`src/rtl/push_btn_scanner_pkg.sv`:
```
// Shared pushbutton definitions: controller opcodes, peripheral opcodes and
// scanner state encodings.
package push_btn_scanner_pkg;

   localparam int InstW = 12;

   typedef enum logic [3:0] {
      OP_NOP  = 4'h0,
      OP_ENAB = 4'h1,
      OP_DISB = 4'h2,
      OP_RDMK = 4'h3
   } ctl_op_e;

   // Opcodes understood by the pushbutton peripherals on btn_inst[11:8].
   localparam logic [3:0] BTN_NOP  = 4'h0;
   localparam logic [3:0] BTN_RDBS = 4'h1;

   typedef enum logic [2:0] {
      S_RESET,
      S_IDLE,
      S_WAIT,
      S_ISSUE,
      S_CAPTURE,
      S_ERROR
   } scan_state_e;

   function automatic logic op_legal(input logic [3:0] op);
      return op <= OP_RDMK;
   endfunction

endpackage

```
`src/rtl/push_btn_scanner_scan_timer.sv`:
```
// Down-counting period timer: load has priority over enable, holds at zero.
module scan_timer #(
   parameter int PeriodSize = 16
) (
   input  logic                  clock,
   input  logic                  reset,
   input  logic                  load,
   input  logic [PeriodSize-1:0] load_val,
   input  logic                  enable,
   output logic                  zero
);

   logic [PeriodSize-1:0] count;

   always_ff @(posedge clock or negedge reset) begin
      if (!reset) begin
         count <= '0;
      end else if (load) begin
         count <= load_val;
      end else if (enable && (count != '0)) begin
         count <= count - PeriodSize'(1);
      end
   end

   assign zero = (count == '0);

endmodule

```
`src/rtl/push_btn_scanner.sv`:
```
// Periodically polls NumBtns pushbutton peripherals with RDBS and accumulates
// their pressed status into a mask the controller reads back with RDMK.
module push_btn_scanner
   import push_btn_scanner_pkg::*;
#(
   parameter int NumBtns    = 4,
   parameter int ScanPeriod = 1000,
   parameter int PeriodSize = 16
) (
   input  logic               clock,
   input  logic               reset,
   input  logic [InstW-1:0]   inst,
   input  logic               inst_en,
   output logic [InstW-1:0]   btn_inst,
   output logic [NumBtns-1:0] btn_inst_en,
   input  logic [NumBtns-1:0] btn_status,
   output logic [NumBtns-1:0] mask,
   output logic               pending
);

   localparam int IdxW = (NumBtns > 1) ? $clog2(NumBtns) : 1;
   localparam logic [IdxW-1:0]       LastIdx    = IdxW'(NumBtns - 1);
   localparam logic [PeriodSize-1:0] PeriodLoad = PeriodSize'(ScanPeriod - 1);

   scan_state_e          state;
   logic [IdxW-1:0]      idx;
   logic [NumBtns-1:0]   acc;
   logic                 drain;
   logic                 zero;

   logic [3:0]           opc;
   logic                 enab, disb, rdmk, illegal;
   logic                 tmr_load, tmr_en;
   logic [NumBtns-1:0]   cap_bits;
   logic [IdxW-1:0]      idx_next;
   logic                 unused_inst_bits;

   assign opc     = inst[11:8];
   assign enab    = inst_en && (opc == OP_ENAB);
   assign disb    = inst_en && (opc == OP_DISB);
   assign rdmk    = inst_en && (opc == OP_RDMK);
   assign illegal = inst_en && !op_legal(opc);
   assign unused_inst_bits = ^inst[7:0];

   assign idx_next = idx + IdxW'(1);

   // drain covers an RDBS that was already on the bus when DISB arrived.
   assign cap_bits = ((state == S_CAPTURE) || drain) ?
                     (btn_status & (NumBtns'(1) << idx)) : '0;

   assign tmr_load = ((state == S_IDLE) && enab) ||
                     ((state == S_CAPTURE) && (idx == LastIdx) && !disb && !illegal);
   assign tmr_en   = (state == S_WAIT) && !zero;

   scan_timer #(.PeriodSize(PeriodSize)) u_timer (
      .clock    (clock),
      .reset    (reset),
      .load     (tmr_load),
      .load_val (PeriodLoad),
      .enable   (tmr_en),
      .zero     (zero)
   );

   always_ff @(posedge clock or negedge reset) begin
      if (!reset) begin
         state       <= S_RESET;
         idx         <= '0;
         acc         <= '0;
         mask        <= '0;
         drain       <= 1'b0;
         btn_inst    <= '0;
         btn_inst_en <= '0;
      end else begin
         btn_inst    <= '0;
         btn_inst_en <= '0;
         drain       <= 1'b0;
         if (state != S_ERROR) begin
            if (illegal) begin
               state <= S_ERROR;
               acc   <= '0;
               mask  <= '0;
            end else begin
               if (rdmk) begin
                  mask <= acc;
                  acc  <= cap_bits;
               end else begin
                  acc  <= acc | cap_bits;
               end
               case (state)
                  S_RESET: state <= S_IDLE;
                  S_IDLE: begin
                     if (enab) state <= S_WAIT;
                  end
                  S_WAIT: begin
                     if (disb) begin
                        state <= S_IDLE;
                     end else if (zero) begin
                        state       <= S_ISSUE;
                        idx         <= '0;
                        btn_inst    <= {BTN_RDBS, 8'h00};
                        btn_inst_en <= NumBtns'(1);
                     end
                  end
                  S_ISSUE: begin
                     if (disb) begin
                        state <= S_IDLE;
                        drain <= 1'b1;
                     end else begin
                        state <= S_CAPTURE;
                     end
                  end
                  S_CAPTURE: begin
                     if (disb) begin
                        state <= S_IDLE;
                     end else if (idx == LastIdx) begin
                        state <= S_WAIT;
                     end else begin
                        state       <= S_ISSUE;
                        idx         <= idx_next;
                        btn_inst    <= {BTN_RDBS, 8'h00};
                        btn_inst_en <= NumBtns'(1) << idx_next;
                     end
                  end
                  default: state <= S_ERROR;
               endcase
            end
         end
      end
   end

   assign pending = |acc;

endmodule
```
`config.mk`:
```
export PLATFORM = sky130hd
export DESIGN_NAME = push_btn_scanner
export DESIGN_NICKNAME = d
export VERILOG_FILES = /design/src/rtl/push_btn_scanner_pkg.sv /design/src/rtl/push_btn_scanner_scan_timer.sv /design/src/rtl/push_btn_scanner.sv
export SDC_FILE = /design/constraint.sdc
export NUM_CORES = 1
export LEC_CHECK = 0
export ABC_CLOCK_PERIOD_IN_PS = 2000
export CORE_MARGIN = 1.5
export CORE_UTILIZATION = 47
export CTS_CLUSTER_DIAMETER = 100
export CTS_CLUSTER_SIZE = 28
export DETAILED_ROUTE_END_ITERATION = 8
export PLACE_DENSITY = 0.78
export SYNTH_ARGS = -nofsm -noshare
export SYNTH_HDL_FRONTEND = slang
export SYNTH_SLANG_ARGS = --single-unit
export TNS_END_PERCENT = 50
```
`constraint.sdc`:
```
create_clock -name clock -period 2 [get_ports clock]
set_input_delay 0.3 -clock clock [delete_from_list [all_inputs] [get_ports clock]]
set_output_delay 0.3 -clock clock [all_outputs]
set_load 0.02 [all_outputs]
```
==> metrics.txt, run 1 <==
total length of routed wires=5354 um; number of ports placed on the die boundary=40; cell family with the largest share of critical-path delay=simple AND/OR/NAND/NOR gates; WP depth=5; final routed DRC violation total=0; shortest clock period the worst path allows after layout=2.148 ns; average wire per standard cell=16.27 um; count of placed standard cells in the final layout, fillers left out=329; final hold violation count=0; critical path startpoint category=flop; pin count of the biggest net entering global routing=36; combined area of all synthesized cells=2071 um^2; clock network latency to the later pin of the worst-skew pair=~0.3 ns; fraction of final layout cells sized beyond drive strength 1=0.2939; Max Cap Viol=0; first-pass GRT wire length=slightly above 9000 um; Gate power share=0.107; final antenna diode count=0; slack of the critical path=-0.1479 ns; endpoint of the worst register-to-register path=u_timer.count[11]; nature of the critical path endpoint=flop; TNS Setup=-0.3158 ns; synth unique cells=42; proportion of synthesized flip-flops having asynchronous set or reset=1.000; leakage power of the design=roughly 1.2 nW; library cell appearing most often on the critical path=or4_4; DR WL met2=2550 um; standard cell with the maximum stage delay on the critical path=or4_4; total via count after detailed routing=1,997; syn_area_per_cell=between 9 and 10 um^2; dpl ws=-0.2016 ns; Num Clock Sinks=35; fraction of power consumed by sequential logic=0.526; Die Span X=69.38 um; All-Layer GR Usage=0.2325; switch share=0.2694; core region area=4115 um^2; Non-Filler Cell Area, Final=2825 um^2; total power draw=between 1 and 1.5 mW; cell count after placement=about 320; Critical Path Max Stage Delay=0.58 ns; result of the run=finished, violations left; number of global-route vias before repair=1,942; count of cells along the worst register-to-register path=5; met1 wire length=2488 um; fraction of the core area covered by cells at the end of the flow=0.6865; number of detailed-routing iterations run before antenna repair=4; total gr overflow=0; crit-path max FO=4; signed area change from the synthesized netlist to the final layout=36.44%; internal power of the cells=around 1.0 mW; Worst setup startpoint=u_timer.count[8]; number of buffers created by CTS=5; startpoint of the most critical register-to-register path=u_timer.count[8]; setup slack of the most critical reg-to-reg path=-0.15 ns; Slew Limit Fails=0; worst clock skew=0.01180 ns; min-delay worst type=input pin to asynchronous set/reset pin; P_sw=approximately 0.38 mW; failing checks=negative setup slack; fraction of the cycle the final worst path needs=1.074; maximum frequency from static timing analysis=between 400 and 500 MHz; clock share of power=0.366; met3 WL post-DR=roughly 210 um; iteration-0 DRC count of the detailed router=roughly 180; uppermost signal routing layer after detailed routing=met4; cell area after placement=roughly 2600 um^2; hold slack final=0.3952 ns; per-cell via count in the routed design=~6; sequential element share of the synthesized area=0.4230; classification of the worst setup path=flop to flop; detailed placer's ending HPWL=3221 um; setup repair after global routing missed its margin=true; Yosys warning total=0; VDD IR max=~400 uV; required arrival time at the worst endpoint=between 2 and 2.5 ns; IO Port Bufs=20; post-synthesis instance total=approximately 220; effective utilization at floorplan=0.5032; vertical die dimension=roughly 69 um; antenna violations before repair=0; most instantiated flip-flop cell in the synthesis netlist=dfrtp_1; critical path arrival=2.37 ns; count of hold buffers inserted by post-cts repair=0; ordered cell list for the critical path=or4_4 > buf_6 > or3_4 > or4_4 > a21oi_2; H-tree Lvls=2; Final Setup Violations=3; Critical Path Sink=u_timer.count[11]; number of synthesized flops with an enable pin=0; Die Footprint=between 4000 and 5000 um^2; CTS Buffer Depth=2; Routability Congestion=0.7819; power density relative to cell area=501.8 nW/um^2; transition time at the pin with the least slew margin=0.5534 ns; clock tree root driver cell=clkbuf_8; nets@finish=306; worst slew margin relative to its limit=0.6290; row count=23; clock tree from TritonCTS=done; sum of buffers and inverters on the critical path=1; Worst-path clk slew=roughly 0.08 ns; remaining antenna violation count=0; total of flip-flops plus latches after synthesis=35
## synthesized netlist by cell type (2+ instances only)
| cell | number | area share |
|---|---|---|
| or2_2 | 3 | 0.0091 |
| inv_1 | 6 | 0.011 |
| and2_1 | 4 | 0.012 |
| nor3_1 | 5 | 0.012 |
| or4_1 | 14 | 0.051 |
| o21ai_0 | 8 | 0.019 |
| o41ai_1 | 3 | 0.013 |
| a22o_1 | 4 | 0.017 |
| o311ai_0 | 2 | 0.0085 |
| buf_4 | 11 | 0.040 |
| nand2_1 | 9 | 0.016 |
| nor4_1 | 4 | 0.012 |
| or4b_2 | 2 | 0.0097 |
| dfrtp_1 | 35 | 0.42 |
| or3_1 | 7 | 0.021 |
| nand4_1 | 2 | 0.0060 |
| nand3b_1 | 2 | 0.0072 |
| nand2b_1 | 4 | 0.012 |
| o31ai_1 | 10 | 0.036 |
| a21oi_1 | 15 | 0.036 |
| nor2_1 | 7 | 0.013 |
| or3b_2 | 3 | 0.013 |
| ha_1 | 9 | 0.054 |
| clkbuf_1 | 9 | 0.016 |
| nand3_1 | 11 | 0.027 |
| o21a_1 | 3 | 0.011 |
| a211o_1 | 2 | 0.0085 |
| a211oi_1 | 4 | 0.015 |
| a32o_1 | 4 | 0.019 |
## placed cells by master, fill, tap and decap left out, types with 2 or more instances in the layout
cell type	count
or3b_2	2
clkbuf_8	5
nor4_4	2
nand2b_1	4
inv_1	5
nand3b_1	2
nor2_1	6
or4_4	5
conb_1	11
o41ai_1	2
buf_6	2
nor3_1	4
nor4_2	3
clkdlybuf4s50_1	19
a21oi_1	11
o311ai_0	2
a21oi_2	4
o21a_1	3
a211o_1	2
dfrtp_1	35
nand4_1	2
nand3_1	11
o31ai_1	10
or4b_4	2
and2_1	4
or3_1	6
buf_4	44
a211oi_1	3
a32o_1	4
or4_1	10
o21ai_0	7
a22o_1	4
nand2_1	9
or2_2	3
ha_1	9
## sequential cells by signal, summed over array words and instances, names as in the netlist
| signal | cells |
|---|---|
| acc | 4 |
| btn_inst | 1 |
| btn_inst_en | 4 |
| drain | 1 |
| idx | 2 |
| mask | 4 |
| state | 3 |
| u_timer.count | 16 |
## cell families after synthesis
logic type / after synthesis / synth area share
AO/OA/AOI/OAI: 60 / 0.2030
buffers and inverters: 27 / 0.06948
adder cells (fa/ha/maj): 9 / 0.05438
flip-flops: 35 / 0.4230
other: 1 / 0.001811
AND/OR/NAND/NOR: 83 / 0.2483
## worst register-to-register path, stage by stage (launching register included)
cell	delay [ns]
dfrtp_1	0.39
or4_4	0.58
buf_6	0.15
or3_4	0.33
or4_4	0.52
a21oi_2	0.12
## layout make-up
| type | instances | area, um^2 |
|---|---|---|
| clock inverters | 2 | 12.51 |
| flip-flops and latches | 35 | 875.8 |
| fillers | 310 | 1290 |
| multi-input cells | 163 | 1207 |
| well taps | 50 | 62.56 |
| inverters | 6 | 22.52 |
| clock buffers | 6 | 72.57 |
| repair buffers | 67 | 571.8 |
## routing by layer
layer  up-vias  GRT usage
met5         -          0
met4         0    0.08715
met3        11    0.04070
met2        65     0.3761
met1       988     0.3117
li1        933          -
## what timing repair did
| action | in CTS | in global routing |
|---|---|---|
| endpoints found under the hold margin | 0 | 0 |
| cloned | 1 | 0 |
| gates resized for setup | 13 | 17 |
| pin swaps | 7 | 6 |
| buffers inserted | 2 | 3 |
| setup endpoints to repair | 18 | 19 |
## how the worst min path moves through the flow
| stage | from | end | slack, ns | depth (start not counted) |
|---|---|---|---|---|
| 2_1_floorplan | reset | acc[0] | 0.004 | 0 |
| 3_3_place_gp | mask[2] | mask[2] | 0.48 | 1 |
| 3_5_place_dp | mask[2] | mask[2] | 0.49 | 1 |
| 4_1_cts | reset | mask[3] | 0.43 | 2 |
| 5_1_grt | reset | state[2] | 0.45 | 2 |
| 6_report | reset | mask[3] | 0.40 | 2 |
## power by group through the flow
stage                     sequential, mW  combinational (mW)  clock, mW
after CTS                          0.742               0.145      0.521
after floorplan                    0.755              0.0773          0
after global routing               0.749               0.167      0.566
after detailed placement           0.754               0.142          0
final                              0.746               0.152      0.519
after global placement             0.754               0.140          0
No activity file was read; power rests on OpenSTA's default activity.
==> run 2, diff against run 1 <==
--- a/config.mk
+++ b/config.mk
@@ -5,6 +5,7 @@
 export SDC_FILE = /design/constraint.sdc
 export NUM_CORES = 1
 export LEC_CHECK = 0
+export ABC_AREA = 0
 export ABC_CLOCK_PERIOD_IN_PS = 2000
 export CORE_MARGIN = 1.5
 export CORE_UTILIZATION = 47
==> results of run 2 <==
No change in the layout: final DEF, timing and power equal those of run 1.
